File: config.mk
export PLATFORM = sky130hd
export DESIGN_NAME = sound_arbiter
export DESIGN_NICKNAME = d
export VERILOG_FILES = /design/src/rtl/sound_pkg.sv /design/src/rtl/sound_pattern_rom.sv /design/src/rtl/sound_arbiter.sv
export SDC_FILE = /design/constraint.sdc
export NUM_CORES = 1
export LEC_CHECK = 0
export ABC_AREA = 1
export CAP_MARGIN = 20
export CORE_AREA = 2 2 78 80
export DETAILED_ROUTE_END_ITERATION = 10
export DIE_AREA = 0 0 80 82
export PLACE_DENSITY = 0.65
export SYNTH_ARGS = -nofsm -noshare
export SYNTH_HDL_FRONTEND = slang
export SYNTH_HIERARCHICAL = 1
export SYNTH_SLANG_ARGS = --single-unit
File: constraint.sdc
create_clock -name clk -period 3.59 [get_ports clk]
set_clock_uncertainty 0.2 [all_clocks]
set_input_delay 0.359 -clock clk [delete_from_list [all_inputs] [get_ports clk]]
set_output_delay 0.359 -clock clk [all_outputs]
set_load 0.05 [all_outputs]
File: src/rtl/sound_pkg.sv
// Shared types and constants for the buzzer arbiter and its pattern ROM.
package sound_pkg;

  typedef enum logic [1:0] {
    ST_IDLE,
    ST_PLAY,
    ST_GAP
  } state_t;

  localparam int NOTE_W  = 5;
  localparam int DUR_W   = 5;
  localparam int STEP_W  = 2;
  localparam int PAT_W   = 2;
  localparam int NUM_REQ = 4;

  localparam logic [NOTE_W-1:0] NOTE_REST = 5'd31;
  localparam logic [STEP_W-1:0] STEP_LAST = '1;

  localparam logic [PAT_W-1:0] REQ_STONE   = 2'd0;
  localparam logic [PAT_W-1:0] REQ_CAPTURE = 2'd1;
  localparam logic [PAT_W-1:0] REQ_ILLEGAL = 2'd2;
  localparam logic [PAT_W-1:0] REQ_ALARM   = 2'd3;

  typedef struct packed {
    logic [NOTE_W-1:0] note;
    logic [DUR_W-1:0]  dur;
  } rom_entry_t;

  // Highest set index wins; returns 0 for an empty vector.
  function automatic logic [PAT_W-1:0] highest_index(input logic [NUM_REQ-1:0] vec);
    highest_index = '0;
    for (int i = 0; i < NUM_REQ; i++) begin
      if (vec[i]) highest_index = PAT_W'(i);
    end
  endfunction

endpackage

File: src/rtl/sound_pattern_rom.sv
// Fixed sound patterns: (pattern, step) -> {note_id, dur}; dur = 0 ends a pattern.
module sound_pattern_rom
  import sound_pkg::*;
(
  input  logic [PAT_W-1:0]  pattern,
  input  logic [STEP_W-1:0] step,
  output rom_entry_t        entry
);

  always_comb begin
    entry = {NOTE_REST, 5'd0};
    case (pattern)
      REQ_STONE: begin
        if (step == 2'd0) entry = {5'd21, 5'd5};
      end
      REQ_CAPTURE: begin
        case (step)
          2'd0:    entry = {5'd16, 5'd4};
          2'd1:    entry = {5'd21, 5'd4};
          default: entry = {NOTE_REST, 5'd0};
        endcase
      end
      REQ_ILLEGAL: begin
        case (step)
          2'd0:    entry = {5'd0, 5'd10};
          2'd1:    entry = {NOTE_REST, 5'd5};
          2'd2:    entry = {5'd0, 5'd10};
          default: entry = {NOTE_REST, 5'd0};
        endcase
      end
      REQ_ALARM: begin
        case (step)
          2'd0:    entry = {5'd12, 5'd8};
          2'd1:    entry = {5'd16, 5'd8};
          2'd2:    entry = {5'd19, 5'd8};
          default: entry = {5'd23, 5'd20};
        endcase
      end
      default: entry = {NOTE_REST, 5'd0};
    endcase
  end

endmodule

File: src/rtl/sound_arbiter.sv
// Priority arbiter for the shared buzzer: latches request pulses, plays one
// ROM pattern at a time with a silent gap, alarm preempts, mute silences.
module sound_arbiter
  import sound_pkg::*;
#(
  parameter int TICK_DIV  = 10000,
  parameter int GAP_TICKS = 2
) (
  input  logic              clk,
  input  logic              rst_n,
  input  logic [3:0]        req,
  input  logic              mute,
  output logic              tone_en,
  output logic [NOTE_W-1:0] note_id,
  output logic [3:0]        grant,
  output logic              busy,
  output logic              done,
  output logic              aborted
);

  localparam int PRESC_W = (TICK_DIV > 1) ? $clog2(TICK_DIV) : 1;
  localparam int GAP_W   = (GAP_TICKS > 0) ? $clog2(GAP_TICKS + 1) : 1;
  localparam logic [PRESC_W-1:0] PRESC_MAX = PRESC_W'(TICK_DIV - 1);
  localparam logic [GAP_W-1:0]   GAP_LOAD  = GAP_W'(GAP_TICKS);

  state_t             state, state_n;
  logic [3:0]         pending, pending_n, grant_clr;
  logic [PAT_W-1:0]   owner, owner_n, rom_pat;
  logic [STEP_W-1:0]  step, step_n, rom_step;
  logic [PRESC_W-1:0] presc, presc_n;
  logic [DUR_W-1:0]   dur_cnt, dur_n;
  logic [GAP_W-1:0]   gap_cnt, gap_n;
  logic [NOTE_W-1:0]  note_n;
  logic [3:0]         grant_n;
  logic               tone_n, done_n, aborted_n;
  logic               tick, preempt;
  rom_entry_t         rom_q;

  // One ROM port: step 0 of the pattern being started, else the step after the current one.
  always_comb begin
    tick    = (presc == PRESC_MAX);
    preempt = pending[REQ_ALARM] && (state != ST_IDLE) && (owner != REQ_ALARM);
    if (preempt) begin
      rom_pat  = REQ_ALARM;
      rom_step = '0;
    end else if (state == ST_IDLE) begin
      rom_pat  = highest_index(pending);
      rom_step = '0;
    end else begin
      rom_pat  = owner;
      rom_step = step + 1'b1;
    end
  end

  sound_pattern_rom u_rom (
    .pattern (rom_pat),
    .step    (rom_step),
    .entry   (rom_q)
  );

  always_comb begin
    // NOTE: every signal gets a default before any branch, so no path can infer a latch.
    state_n   = state;
    owner_n   = owner;
    step_n    = step;
    presc_n   = (state == ST_IDLE || tick) ? '0 : presc + 1'b1;
    dur_n     = dur_cnt;
    gap_n     = gap_cnt;
    note_n    = note_id;
    tone_n    = tone_en;
    grant_n   = grant;
    done_n    = 1'b0;
    aborted_n = 1'b0;
    grant_clr = '0;

    if (mute) begin
      state_n   = ST_IDLE;
      step_n    = '0;
      presc_n   = '0;
      dur_n     = '0;
      gap_n     = '0;
      note_n    = NOTE_REST;
      tone_n    = 1'b0;
      grant_n   = '0;
      aborted_n = (state == ST_PLAY);
    end else if (preempt || (state == ST_IDLE && pending != '0)) begin
      owner_n   = rom_pat;
      step_n    = '0;
      presc_n   = '0;
      grant_n   = 4'b0001 << rom_pat;
      grant_clr = grant_n;
      aborted_n = preempt && (state == ST_PLAY);
      if (rom_q.dur == '0) begin
        state_n = ST_GAP;
        gap_n   = GAP_LOAD;
        dur_n   = '0;
        note_n  = NOTE_REST;
        tone_n  = 1'b0;
        done_n  = 1'b1;
      end else begin
        state_n = ST_PLAY;
        dur_n   = rom_q.dur;
        note_n  = rom_q.note;
        tone_n  = (rom_q.note != NOTE_REST);
      end
    end else if (state == ST_PLAY && tick) begin
      if (dur_cnt > 5'd1) begin
        dur_n = dur_cnt - 1'b1;
      end else if (step == STEP_LAST || rom_q.dur == '0) begin
        state_n = ST_GAP;
        gap_n   = GAP_LOAD;
        dur_n   = '0;
        note_n  = NOTE_REST;
        tone_n  = 1'b0;
        done_n  = 1'b1;
      end else begin
        step_n = step + 1'b1;
        dur_n  = rom_q.dur;
        note_n = rom_q.note;
        tone_n = (rom_q.note != NOTE_REST);
      end
    end else if (state == ST_GAP && tick) begin
      if (gap_cnt > GAP_W'(1)) begin
        gap_n = gap_cnt - 1'b1;
      end else begin
        state_n = ST_IDLE;
        grant_n = '0;
      end
    end

    // A request arriving with its own grant re-arms the bit.
    pending_n = mute ? '0 : ((pending & ~grant_clr) | req);
  end

  // NOTE: sequential state uses non-blocking assignments only, so every flop samples pre-edge values.
  always_ff @(posedge clk or negedge rst_n) begin
    if (!rst_n) begin
      state   <= ST_IDLE;
      pending <= '0;
      owner   <= '0;
      step    <= '0;
      presc   <= '0;
      dur_cnt <= '0;
      gap_cnt <= '0;
      tone_en <= 1'b0;
      note_id <= NOTE_REST;
      grant   <= '0;
      busy    <= 1'b0;
      done    <= 1'b0;
      aborted <= 1'b0;
    end else begin
      state   <= state_n;
      pending <= pending_n;
      owner   <= owner_n;
      step    <= step_n;
      presc   <= presc_n;
      dur_cnt <= dur_n;
      gap_cnt <= gap_n;
      tone_en <= tone_n;
      note_id <= note_n;
      grant   <= grant_n;
      busy    <= (state_n != ST_IDLE);
      done    <= done_n;
      aborted <= aborted_n;
    end
  end

endmodule
==> results of run 1 <==
through the flow:
step / cell area (µm²) / hold slack, ps / total power [mW] / util, %
2_1_floorplan: 2763 / -136.6 / 1.794 / -
3_3_place_gp: 2997 / 259.6 / 2.049 / 52.16
3_5_place_dp: 2997 / 261.5 / 2.067 / 52.16
4_1_cts: 3118 / 55.76 / 2.485 / 54.27
5_1_grt: 3148 / 189.9 / 2.666 / 54.79
6_report: 3148 / 184.8 / 2.463 / 54.79
worst max-delay path: stages, from the launching register on:
cell and delay [ps]:
dfrtp_1 420, inv_2 90, nand2_4 80, o211ai_1 830, nand2_2 190, o22ai_1 300
nor2_1 60, nand3_1 120, nand2_1 80, inv_1 140, nand2_1 90, a21oi_1 250
nand2_1 90, a21oi_1 150
how the worst max path moves through the flow:
stage,end,cells past startpoint,slack (ps),start
after floorplan,gap_cnt[1],17,950,step[0]
after global placement,gap_cnt[0],14,580,state[1]
after detailed placement,dur_cnt[0],13,460,state[1]
after CTS,dur_cnt[0],13,400,state[1]
after global routing,dur_cnt[1],15,110,state[0]
final,dur_cnt[0],13,410,state[1]
flip-flops by register name (all words and copies together), names as in the netlist, 2 cells and up:
register and count:
state 2, note_id 5, presc 14, pending 4, gap_cnt 2, step 2, grant 4, owner 2
dur_cnt 5
power by group:
| part | total, mW | leakage, nW | internal (mW) | switching (mW) |
|---|---|---|---|---|
| sequential | 0.709 | 0.571 | 0.628 | 0.0806 |
| combinational | 1.35 | 0.878 | 0.435 | 0.913 |
| clock | 0.406 | 0.0614 | 0.228 | 0.178 |
per-layer routing:
metal  routed length (µm)  up-vias
li1                     -     1195
met2                 2484       26
met1                 2715     1005
met3                  122        7
met4                   76        0
met5                    0        -
repair_timing:
item | in CTS | in global routing
setup endpoints to repair | 0 | 0
hold endpoints to repair | 0 | 39
hold buffers | 0 | 1
kinds of logic (layout without fill, tap and decap cells):
logic type      after synthesis  in the layout  share of synthesized area [%]
simple gates                186            186                          31.66
fa+ha+maj                    12             12                          5.435
buf+inv                      61             86                          9.647
xor+xnor                      5              5                          1.585
compound gates               55             55                          11.59
flops                        44             44                          40.08
final cells by class:
type	instances	area share, %
Inverter	57	7.035
Timing Repair Buffer	21	6.836
Multi-Input combinational cell	258	44.12
Clock inverter	2	1.232
Clock buffer	6	2.623
Tap cell	75	2.981
Sequential cell	44	35.17
Yosys cell counts, types with 3 or more instances:
cell type / n / area, µm²
nand4_1: 8 / 50.05
dfrtp_1: 39 / 975.9
nand2_4: 5 / 56.30
inv_1: 49 / 183.9
nor2_2: 9 / 56.30
a21oi_1: 22 / 110.1
o211ai_1: 4 / 30.03
a31oi_1: 3 / 18.77
o21ai_0: 15 / 75.07
nor2_1: 65 / 244.0
nor2_4: 3 / 33.78
dfstp_2: 5 / 131.4
nand2_1: 68 / 255.2
inv_2: 6 / 22.52
xor2_1: 5 / 43.79
nor3_1: 3 / 15.01
a21oi_2: 5 / 43.79
ha_1: 12 / 150.1
nand3_1: 18 / 90.09
==> flow_summary.toml, run 1 <==
[worst_setup_path]
reg2reg_from = "state[1]"
crit_path_start_kind = "flip-flop"
rrSetupSlack_ps = 410
rr_worst_depth = 13
crit_type = "reg2reg"
rr_endpoint = "dur_cnt[0]"
end_kind = "flip-flop"
cp.required_ps = 3620
arrival_ps = 3210
cp_max_fo = 13

[placed_design]
dp_cells = 453
pre_cts_ws_ps = 464.8
gp_congestion = 0.8483
portBuffers = 19
dp_hpwl_um = 4087

[routing]
drtIter0Drc = 84
drc = 0
dr.pass1.iters = 4
drt-total-wl_um = 5399
ant_nets = 0
vias_per_cell = 4.823
avgRoutedWirePerCell_um = 11.66
vias = 2233

[final_layout]
fill_cells = 561
layout.nets = 406
area_growth_pct = 13.95
final_common_cell = "nand2_1"
final_cells = 463
regArea_um2 = 1107
final_cell_mix = "nand2_1, nor2_1, inv_1"
diodes = 0
layout-drive-gt1-share_pct = 13.14
multiInputGateArea_um2 = 1389

[outcome]
status = "finished clean"

[clock_network]
cts_resized = 0
numCtsBuffers = 5
max-clock-path-buffers = 2
clock_sinks = 44
post-cts-setup-buffers = 0
cts_htree_levels = 2
clock_latency_ps = 300
cts_tree = "yes"
path_clk_slew_ps = 90
root_buffer = "clkbuf_8"

[synthesis]
syn_area_per_cell_um2 = 7.611
synth-seq-area-share_pct = 40.08
synth-main-ff-cell = "dfrtp_1"
yosysWarnings = 6
synth-async-reset-ratio_pct = 100.0
ys_ff_latch = 44
syn_nets = 382
yosysUniqueCellTypes = 35
syn_inst = 363
syn-cell-area_um2 = 2763
synth_edf_count = 0

[run]
cap_violations = 0

[power_and_ir_drop]
p_leak_nw = 1.511
powerDensity_nw_per_um2 = 782.3
peakVddDrop_uv = 389.5

[global_routing]
grtUsageTotal_pct = 17.90
antenna_found_initial = 0
busiest_layer = "met2"
grt_pass1_wl_um = 9163
grt_use_met2_pct = 30.33
grt_max_degree = 45
met3_usage_pct = 3.297
grt_pass1_vias = 2109
overflow = 0
use_met1_pct = 23.30

[sta]
tightest_slew_ps = 1046
post-route-min-period_ps = 3178
slew_headroom_pct = 29.98
setup_violations = 0
fmaxAchievable_ghz = 0.3147
fin_tns_setup_ps = 0
finalHoldViolations = 0
rsz0062_at_grt = "false"
fin_ws_ps = 411.9
period_share_pct = 88.53
maxSlewViolCount = 0

[die]
die_h_um = 82
core.rowCount = 28
initial_utilization_pct = 48.08
core_um2 = 5746
ioPinCount = 20
fp.dieArea_um2 = 6560
dieWidth_um = 80

[hold_path]
min_path_type = "in2async"
Power figures use the tool's default switching activity.
==> run 2, diff against run 1 <==
==> constraint.sdc (replaced) <==
create_clock -name clk -period 3.98 [get_ports clk]
set_clock_uncertainty 0.2 [all_clocks]
set_input_delay 0.398 -clock clk [delete_from_list [all_inputs] [get_ports clk]]
set_output_delay 0.398 -clock clk [all_outputs]
set_load 0.05 [all_outputs]
==> flow_summary.toml, run 2 (synthesis results as in run 1) <==
[sta]
fin_ws_ps = 808.1
post-route-min-period_ps = 3172
maxSlewViolCount = 0
setup_violations = 0
slew_headroom_pct = 29.97
fmaxAchievable_ghz = 0.3153
tightest_slew_ps = 1046
finalHoldViolations = 0
rsz0062_at_grt = "false"
period_share_pct = 79.70
fin_tns_setup_ps = 0

[power_and_ir_drop]
p_int_mw = 1.165
pwr-share-clk_pct = 16.3
swShare_pct = 47.64
p_seq_share_pct = 28.7
powerDensity_nw_per_um2 = 706.5
p_sw_mw = 1.060
peakVddDrop_uv = 353.3
finalPower_mw = 2.224
p_leak_nw = 1.511
power_frac_comb_pct = 55.0

[clock_network]
root_buffer = "clkbuf_8"
path_clk_slew_ps = 90
max-clock-path-buffers = 2
numCtsBuffers = 5
cts.hold.buffers_added = 0
cts_resized = 0
cts_tree = "yes"
clock_sinks = 44
clock_latency_ps = 290
post-cts-setup-buffers = 0
cts_htree_levels = 2

[placed_design]
gp_congestion = 0.8484
dp_hpwl_um = 4123
pre_cts_ws_ps = 867.0
portBuffers = 19

[routing]
vias_per_cell = 4.888
vias = 2263
avgRoutedWirePerCell_um = 11.66
dr.pass1.iters = 4
drtIter0Drc = 100
drc = 0
ant_nets = 0
drt-total-wl_um = 5399

[final_layout]
regMostFlops = "presc"
layout.nets = 406
layout-drive-gt1-share_pct = 13.14
largest_reg_flops = 14
final_common_cell = "nand2_1"
reg_top3 = "presc (14), dur_cnt (5), note_id (5)"
final_cell_mix = "nand2_1, nor2_1, inv_1"
area_growth_pct = 13.95
diodes = 0
fill_cells = 565

[global_routing]
antenna_found_initial = 0
grt_pass1_wl_um = 9177
grtUsageTotal_pct = 17.76
grt_max_degree = 45
grt_pass1_vias = 2121
overflow = 0

[die]
fp.dieArea_um2 = 6560
initial_utilization_pct = 48.08
core_um2 = 5746
dieWidth_um = 80
die_h_um = 82
ioPinCount = 20
core.rowCount = 28

[worst_setup_path]
end_kind = "flip-flop"
cp_max_fo = 13
crit_path_start_kind = "flip-flop"
crit_type = "reg2reg"
cp.required_ps = 4000
arrival_ps = 3200

[outcome]
status = "finished clean"

[hold_path]
min_path_type = "in2async"

[run]
cap_violations = 0
[run 2: worst paths after layout]
path / from / to / slack, ps / cells after the start
max in group asynchronous: rst_n / note_id[1] / 2880 / 3
worst max register to register: state[1] / dur_cnt[2] / 810 / 13
min in group clk: presc[0] / presc[0] / 270 / 1
worst max-delay path: state[1] / dur_cnt[2] / 810 / 13
worst min register to register: presc[0] / presc[0] / 270 / 1
worst min-delay path: rst_n / presc[2] / 230 / 2
[run 2: per-layer routing]
| metal | vias up | GRT usage (%) | wire length, µm |
|---|---|---|---|
| met1 | 1021 | 23.17 | 2682 |
| met2 | 37 | 30.50 | 2502 |
| met5 | - | 0 | 0 |
| li1 | 1199 | - | - |
| met3 | 6 | 3.297 | 154 |
| met4 | 0 | 4.576 | 59 |
[run 2: cell type report]
| type | instances | area [µm²] | area share (%) |
|---|---|---|---|
| clock buffer | 6 | 82.58 | 2.623 |
| clock inverter | 2 | 38.79 | 1.232 |
| inverter | 57 | 221.5 | 7.035 |
| multi-input combinational | 258 | 1389 | 44.12 |
| sequential | 44 | 1107 | 35.17 |
| tap | 75 | 93.84 | 2.981 |
| timing repair buffer | 21 | 215.2 | 6.836 |
[run 2: per-stage QoR]
step,util [%],cells,cell area [µm²],hold WS [ps]
detailed placement,52.16,453,2997,263.7
global placement,52.16,453,2997,259.7
floorplan,-,363,2763,-97.59
CTS,54.27,461,3118,98.85
global route,54.79,463,3148,234.7
finish,54.79,463,3148,228.3
[run 2: power by group through the flow]
stage	sequential, mW	clock, mW	combinational [mW]
finish	0.639	0.362	1.22
global route	0.655	0.393	1.36
CTS	0.641	0.376	1.22
detailed placement	0.649	0	1.22
global placement	0.645	0	1.20
floorplan	0.809	0	0.808
[run 2: critical path, stage by stage, from the launching register on]
cell and delay, ps:
dfrtp_1 420, inv_2 90, nand2_4 80, o211ai_1 830, nand2_2 190, o22ai_1 300, nor2_1 70, nand3_1 130
nand2_1 90, inv_1 140, nand2_1 90, a21oi_1 220, nand2_1 100, a21oi_1 150
